--- config.mk ---
export PLATFORM = sky130hd
export DESIGN_NAME = sdf_stage_ctrl
export DESIGN_NICKNAME = d
export VERILOG_FILES = /design/src/rtl/fft_pkg.sv /design/src/rtl/sdf_frame_cnt.sv /design/src/rtl/sdf_stage_ctrl.sv
export SDC_FILE = /design/constraint.sdc
export NUM_CORES = 1
export LEC_CHECK = 0
export ABC_CLOCK_PERIOD_IN_PS = 1700
export CAP_MARGIN = 0
export CORE_MARGIN = 1.5
export CORE_UTILIZATION = 51
export CTS_BUF_LIST = sky130_fd_sc_hd__clkbuf_8
export CTS_CLUSTER_SIZE = 14
export DETAILED_ROUTE_END_ITERATION = 10
export HOLD_SLACK_MARGIN = 0.1
export PLACE_DENSITY = 0.88
export SYNTH_ARGS = -nofsm -noshare
export SYNTH_HDL_FRONTEND = slang
export SYNTH_SLANG_ARGS = --single-unit
--- constraint.sdc ---
create_clock -name clock -period 1.7 [get_ports clock]
set_clock_uncertainty 0.1 [all_clocks]
set_input_delay 0.255 -clock clock [delete_from_list [all_inputs] [get_ports clock]]
set_output_delay 0.255 -clock clock [all_outputs]
set_load 0.01 [all_outputs]
--- src/rtl/fft_pkg.sv ---
// Shared constants and elaboration-time helpers for the streaming radix-2^2 SDF FFT.
package fft_pkg;

  localparam int unsigned LOG_N        = 6;
  localparam int unsigned STAGE_TW_LAT = 2;

  // BF1 delay exponent of stage s: D1 = N / 2^(2s+1)
  function automatic int unsigned stage_log_d(input int unsigned stage);
    return LOG_N - 1 - 2 * stage;
  endfunction

  function automatic int unsigned ceil_log2(input int unsigned value);
    int unsigned r;
    r = 0;
    while ((32'd1 << r) < value) r = r + 1;
    return r;
  endfunction

endpackage

--- src/rtl/sdf_frame_cnt.sv ---
// Enable-gated wrapping frame counter with a compare strobe against a mark value.
module sdf_frame_cnt #(
  parameter int unsigned WIDTH = 6
) (
  input  logic             clock,
  input  logic             reset,
  input  logic             en,
  input  logic [WIDTH-1:0] mark,
  output logic [WIDTH-1:0] cnt,
  output logic             hit_c
);

  always_ff @(posedge clock or negedge reset) begin
    if (!reset) begin
      cnt <= '0;
    end else if (en) begin
      cnt <= cnt + WIDTH'(1);
    end
  end

  // High in the enabled cycle whose count equals mark
  assign hit_c = en && (cnt == mark);

endmodule

--- src/rtl/sdf_stage_ctrl.sv ---
// Sample sequencer for one radix-2^2 SDF stage: mux selects, -j, twiddle address, valid strobes.
module sdf_stage_ctrl
  import fft_pkg::*;
#(
  parameter int unsigned LOG_D  = stage_log_d(0),
  parameter int unsigned TW_LAT = STAGE_TW_LAT
) (
  input  logic           clock,
  input  logic           reset,
  input  logic           di_en,
  output logic           bf1_sel,
  output logic           bf1_en,
  output logic           bf1_mj,
  output logic           bf2_sel,
  output logic           bf2_en,
  output logic [LOG_D:0] tw_addr,
  output logic           do_en,
  output logic           err
);

  localparam int unsigned CW = LOG_D + 1;
  localparam int unsigned D1 = 2 ** LOG_D;
  localparam int unsigned D2 = D1 / 2;
  localparam logic [CW-1:0] D1_MARK  = CW'(D1 - 1);
  localparam logic [CW-1:0] D2_MARK  = CW'(D2 - 1);
  localparam logic [CW-1:0] END_MARK = {CW{1'b1}};

  logic [CW-1:0]     di_cnt;
  logic [CW-1:0]     bf1_cnt;
  logic [CW-1:0]     b2_cnt;
  logic [CW-1:0]     bf2_cnt;
  logic              b2_en;
  logic              bf1_start_c;
  logic              bf1_end_c;
  logic              bf2_start_c;
  logic              bf2_end_c;
  logic [TW_LAT-1:0] do_sr;
  logic [CW-1:0]     tw_prod_c;

  sdf_frame_cnt #(.WIDTH(CW)) u_di_cnt (
    .clock (clock),
    .reset (reset),
    .en    (di_en),
    .mark  (D1_MARK),
    .cnt   (di_cnt),
    .hit_c (bf1_start_c)
  );

  sdf_frame_cnt #(.WIDTH(CW)) u_bf1_cnt (
    .clock (clock),
    .reset (reset),
    .en    (bf1_en),
    .mark  (END_MARK),
    .cnt   (bf1_cnt),
    .hit_c (bf1_end_c)
  );

  sdf_frame_cnt #(.WIDTH(CW)) u_bf2_cnt (
    .clock (clock),
    .reset (reset),
    .en    (bf2_en),
    .mark  (END_MARK),
    .cnt   (bf2_cnt),
    .hit_c (bf2_end_c)
  );

  // BF2 opens its window once its delay line holds D2 samples of the BF1 stream
  assign bf2_start_c = b2_en && (b2_cnt == D2_MARK);

  // Windows run a full frame once started so the delay lines always drain
  always_ff @(posedge clock or negedge reset) begin
    if (!reset) begin
      bf1_en <= 1'b0;
      b2_en  <= 1'b0;
      b2_cnt <= '0;
      bf2_en <= 1'b0;
      do_sr  <= '0;
      err    <= 1'b0;
    end else begin
      bf1_en <= bf1_start_c | (bf1_en & ~bf1_end_c);
      b2_en  <= bf1_en;
      b2_cnt <= bf1_cnt;
      bf2_en <= bf2_start_c | (bf2_en & ~bf2_end_c);
      do_sr  <= TW_LAT'({do_sr, bf2_en});
      err    <= err | (~di_en & (di_cnt != '0));
    end
  end

  // Twiddle exponent: index within quarter times bit-reversed quarter number
  assign tw_prod_c = CW'(bf2_cnt[LOG_D-2:0]) * CW'({bf2_cnt[LOG_D-1], bf2_cnt[LOG_D]});

  assign bf1_sel = di_cnt[LOG_D];
  assign bf1_mj  = bf1_en & (&bf1_cnt[LOG_D -: 2]);
  assign bf2_sel = b2_en & b2_cnt[LOG_D-1];
  assign tw_addr = bf2_en ? tw_prod_c : '0;
  assign do_en   = do_sr[TW_LAT-1];

endmodule

# Word level (Yosys, flattened, before mapping)
# Index checks and enable logic that the tools add are counted.
# word_totals
wordCells	35
output_inout_bits	13
reg_bits	30
inputBits	3
# classes
n_reduce_logical	6
n_eq_ne	4
n_addsub	3
bitwise_logic	11
mux	1
multipliers	1
# op_table
cell	count
$add A6 B1 Y6 const B	3
$eq A6 B6 Y1 const B	2
$eq A6 B4 Y1 const B	1
$eq A6 B5 Y1 const B	1
$mul A4 B2 Y6	1
$mux W6	1
$reduce_bool A6 Y1	1
$and A1 B1 Y1	5
$logic_and A1 B1 Y1	4
$not A1 Y1	3
$or A1 B1 Y1	3
$reduce_and A2 Y1	1

# Depth between registers and ports, before layout
# depth
ltp_word	5
ltp_mapped	7
mapped_depth_nobuf	7

# Cells and area by module
# Synthesis repeated with hierarchy kept, for this count alone.
# unflattened
hier_cells	130
hier_area_um2	1505.2
# modules_own_cells
mod	area_each_um2	n_inst	cells_per_inst	seq_area_each_um2
sdf_frame_cnt	315.3	3	26	150.1
sdf_stage_ctrl	559.3	1	52	300.3

# Worst setup path before layout
# Ideal clock, no wire load.
# synth_timing
path_type	register -> output
from	reg u_bf2_cnt.cnt[4]
to	out tw_addr[4]
path_slack_ns	-0.105
required_ns	1.345
arrival_ns	1.450
stages_incl_launch_ff	7
path_buffers	0
path_cell_list	dfrtp_1 nand2_1 inv_1 ha_1 a21o_1 a21oi_1 mux2i_1
# synth_between
elab_chain_len	2
# synth_rtl
item	line_no	source
from (decl)	sdf_frame_cnt.sv:9	output logic [WIDTH-1:0] cnt,
from (signal assigned)	sdf_frame_cnt.sv:17	cnt <= cnt + WIDTH'(1);
$mul A4 B2 Y6	sdf_stage_ctrl.sv:90	assign tw_prod_c = CW'(bf2_cnt[LOG_D-2:0]) * CW'({bf2_cnt[LOG_D-1], bf2_cnt[LOG_D]});
$mux W6	sdf_stage_ctrl.sv:95	assign tw_addr = bf2_en ? tw_prod_c : '0;
to (decl)	sdf_stage_ctrl.sv:16	output logic [LOG_D:0] tw_addr,
# No other way between the ends.

# Final worst setup path
# layout_timing
from	reg u_bf2_cnt.cnt[4]
to	out tw_addr[3]
# The elaborated chain is that of the path after synthesis.

==> flow_summary.yaml <==
floorplan:
  die_area_sq_um: 2890
  fp.dieW_microns: 53.8
  rows: 18
  ios: 16
  coreArea_sq_um: 2450
  start_util_pct: 53.6
  die_y_microns: 53.8
timing:
  timing.final.ws_setup_ns: -0.488
  relSlewSlack_pct: 75.7
  fin_tns_setup_ns: -1.67
  min_period_ns: 2.19
  rsz0062_at_grt: "yes"
  holdWs_ns: 0.242
  setup_viol: 4
  fmax_mhz: 457
  finalCritPeriodShare_pct: 129
  hold_viol: 0
  worst_pin_slew_ns: 0.364
  final_max_slew_viol_count: 0
setup_path:
  endpoint_kind: "primary output"
  crit_path_start_kind: "flop"
  slowest_stage: "fa_2"
  cp.arrival_ns: 1.83
  slowest_delay_ns: 0.42
  worstPathCellList: "buf_6, nand2_4, buf_4, fa_2, xnor2_2, and2_1, buf_2"
  crit_required_ns: 1.34
  worstRegToRegCells: 4
  crit_fanout: 3
  crit_type: "reg -> out"
  r2r_start: "u_bf2_cnt.cnt[1]$_DFFE_PN0P_"
  r2r-end: "u_bf2_cnt.cnt[1]$_DFFE_PN0P_"
  r2r_slack_ns: 0.32
logic_synthesis:
  synth_seq_cells: 30
  yosysTopAreaCell: "dfrtp_1"
  syn-num-nets: 122
  synthCells: 111
  synth_edf_count: 0
  yosysSeqAreaShare_pct: 57.0
  netlist_top_cells_count: "dfrtp_1, nand2_1, xnor2_1, and2_1, ha_1"
  synth_area_sq_um: 1320
  synth.area.top_cells: "dfrtp_1, ha_1, xnor2_1"
  yosys.cell_types.count: 25
  synth_most_common_cell: "dfrtp_1"
  avgSynthCellArea_sq_um: 11.9
  synthFlopType: "dfrtp_1"
  ys_async_sr_fraction_pct: 100
  yosys_warnings: 0
  synth_top_area_share_pct: 57.0
pwr:
  power.ir.vdd_worst_mv: 0.864
  p_comb_share_pct: 13.1
  fin_total_pwr_w: 0.00164
  seqPwrFrac_pct: 53.8
  p_int_w: 0.00121
  pwr-share-clk_pct: 33.1
  netSwitchingFraction_pct: 26.0
  switchingPower_w: 0.000425
  pwr_density_cell_nw_per_um2: 892
  leakage_nw: 0.846
routing:
  vias: 971
  routedWlPerCell_microns: 14.1
  firstDrtPassIters: 4
  avgViaCountPerCell: 5.25
  drtAntennaViolNets: 0
  drc: 0
  drt-total-wl_microns: 2610
  drt-initial-drc-count: 9
worst_hold_path:
  hp-class: "reg -> reg"
  hold_end: "do_sr[1]$_DFF_PN0_"
  hold_start: "do_sr[0]$_DFF_PN0_"
  min_path_cells: 0
clocking:
  clkLatencyLatePin_ns: 0.28
  cts.reportedPaths.clkPinSlew_ns: 0.06
  clk_path_buf_depth: 2
  numCtsBuffers: 5
  cts_tree: "built"
  htree_levels: 2
  cts-root-buf: "clkbuf_8"
  clock-sinks: 30
  ctsHoldBuffers: 0
global_route:
  grt-ovfl-total: 0
  grt_max_degree: 31
  grt_pass1_vias: 1005
  antenna_found_initial: 0
  grt_usage_pct: 21.4
  grt_first_pass_wirelength_microns: 4110
place:
  place_congestion: 0.819
  io_buffers: 15
  place_worst_setup_slack_ns: -0.663
  dp.final_hpwl_microns: 1700
layout:
  area_growth_pct: 39.4
  utilization_pct: 74.8
  nNetsFinal: 167
  seqCellArea_sq_um: 752
  fill_cells: 164
  drive_above_1_share_pct: 38.1
  multi_input_area_sq_um: 621
  n_antenna_cell: 0
outcome:
  status: "finished, violations left"
  violations: "setup timing"
flow_run:
  cap_viol_max_count: 0
==> per-stage QoR <==
stage	area, sq um	instances
2_1_floorplan	1330	111
3_3_place_gp	1620	169
3_5_place_dp	1620	169
4_1_cts	1800	185
5_1_grt	1840	185
6_report	1840	185
==> flip-flops by register name, summed over array words and instances (netlist names) <==
name / flops
bf1_en: 1
b2_cnt: 6
err: 1
b2_en: 1
do_sr: 2
u_bf1_cnt.cnt: 6
u_bf2_cnt.cnt: 6
u_di_cnt.cnt: 6
bf2_en: 1
==> repair_timing <==
item	in CTS	in global routing
buffers inserted	10	0
setup endpoints to repair	9	7
gates resized for setup	34	12
pin swaps	8	6
gates cloned	0	0
==> worst max-delay path: cells and delay by family, from the launching register on <==
kind                       cells  cell delay [ns]
xor gates and xnor gates       1             0.18
buffers and inverters          3             0.37
adders and majority gates      1             0.42
DFF                            1             0.38
and+or+nand+nor                2             0.20
==> cells by family (layout without fill, tap and decap cells) <==
family,Yosys count,after routing,synth area share (%)
adder cells (fa/ha/maj),8,8,8.17
flip-flops,30,30,57.0
AND/OR/NAND/NOR,39,39,16.4
buffers and inverters,7,51,2.09
XOR/XNOR,16,16,10.6
AO/OA/AOI/OAI,8,8,3.23
multiplexers,3,3,2.47
==> cell type report <==
type	instances	share of cell area (%)
multi-input cells	74	33.8
clock buffers	6	4.50
well taps	30	2.04
repair buffers	39	17.3
flip-flops and latches	30	41.0
inverters	6	1.36
==> power groups by stage <==
| stage | Combinational (W) | Clock [W] | Sequential (W) |
|---|---|---|---|
| 2_1_floorplan | 0.000129 | 0 | 0.000878 |
| 3_3_place_gp | 0.000190 | 0 | 0.000884 |
| 3_5_place_dp | 0.000213 | 0 | 0.000885 |
| 4_1_cts | 0.000216 | 0.000560 | 0.000878 |
| 5_1_grt | 0.000249 | 0.000584 | 0.000892 |
| 6_report | 0.000215 | 0.000542 | 0.000880 |
==> per-layer routing <==
metal | share of wire (%) | up-vias | track usage [%]
met5 | 0 | - | 0
met4 | 2.0 | 0 | 12.4
met3 | 2.9 | 6 | 5.83
met2 | 56 | 19 | 41.1
met1 | 39 | 490 | 19.7
li1 | - | 456 | -
==> worst max-delay path by stage <==
stage	startpoint	end	cells after the start
3_3_place_gp	u_bf2_cnt.cnt[4]$_DFFE_PN0P_	tw_addr[3]	7
6_report	u_bf2_cnt.cnt[4]$_DFFE_PN0P_	tw_addr[3]	7
5_1_grt	u_bf2_cnt.cnt[1]$_DFFE_PN0P_	tw_addr[4]	8
2_1_floorplan	u_bf2_cnt.cnt[4]$_DFFE_PN0P_	tw_addr[3]	6
3_5_place_dp	u_bf2_cnt.cnt[4]$_DFFE_PN0P_	tw_addr[3]	7
4_1_cts	u_bf2_cnt.cnt[4]$_DFFE_PN0P_	tw_addr[4]	8
==> layout by cell type, fill, tap and decap left out, types with 2 or more instances in the layout <==
cell and count:
nor2_1 3, and2_4 4, buf_4 21, clkbuf_8 6
clkdlybuf4s50_1 6, dfrtp_1 29, nand3_1 3, o21ai_0 4
mux2_2 2, and3_1 2, and2_1 3, ha_1 4
inv_1 2, buf_2 4, nand2_1 9, buf_6 4
a21oi_1 2, nand4_1 6, xor2_1 6, nand2_4 2
xnor2_1 9, inv_2 3, ha_4 3, dlygate4sd2_1 2
Power figures use the tool's default switching activity.
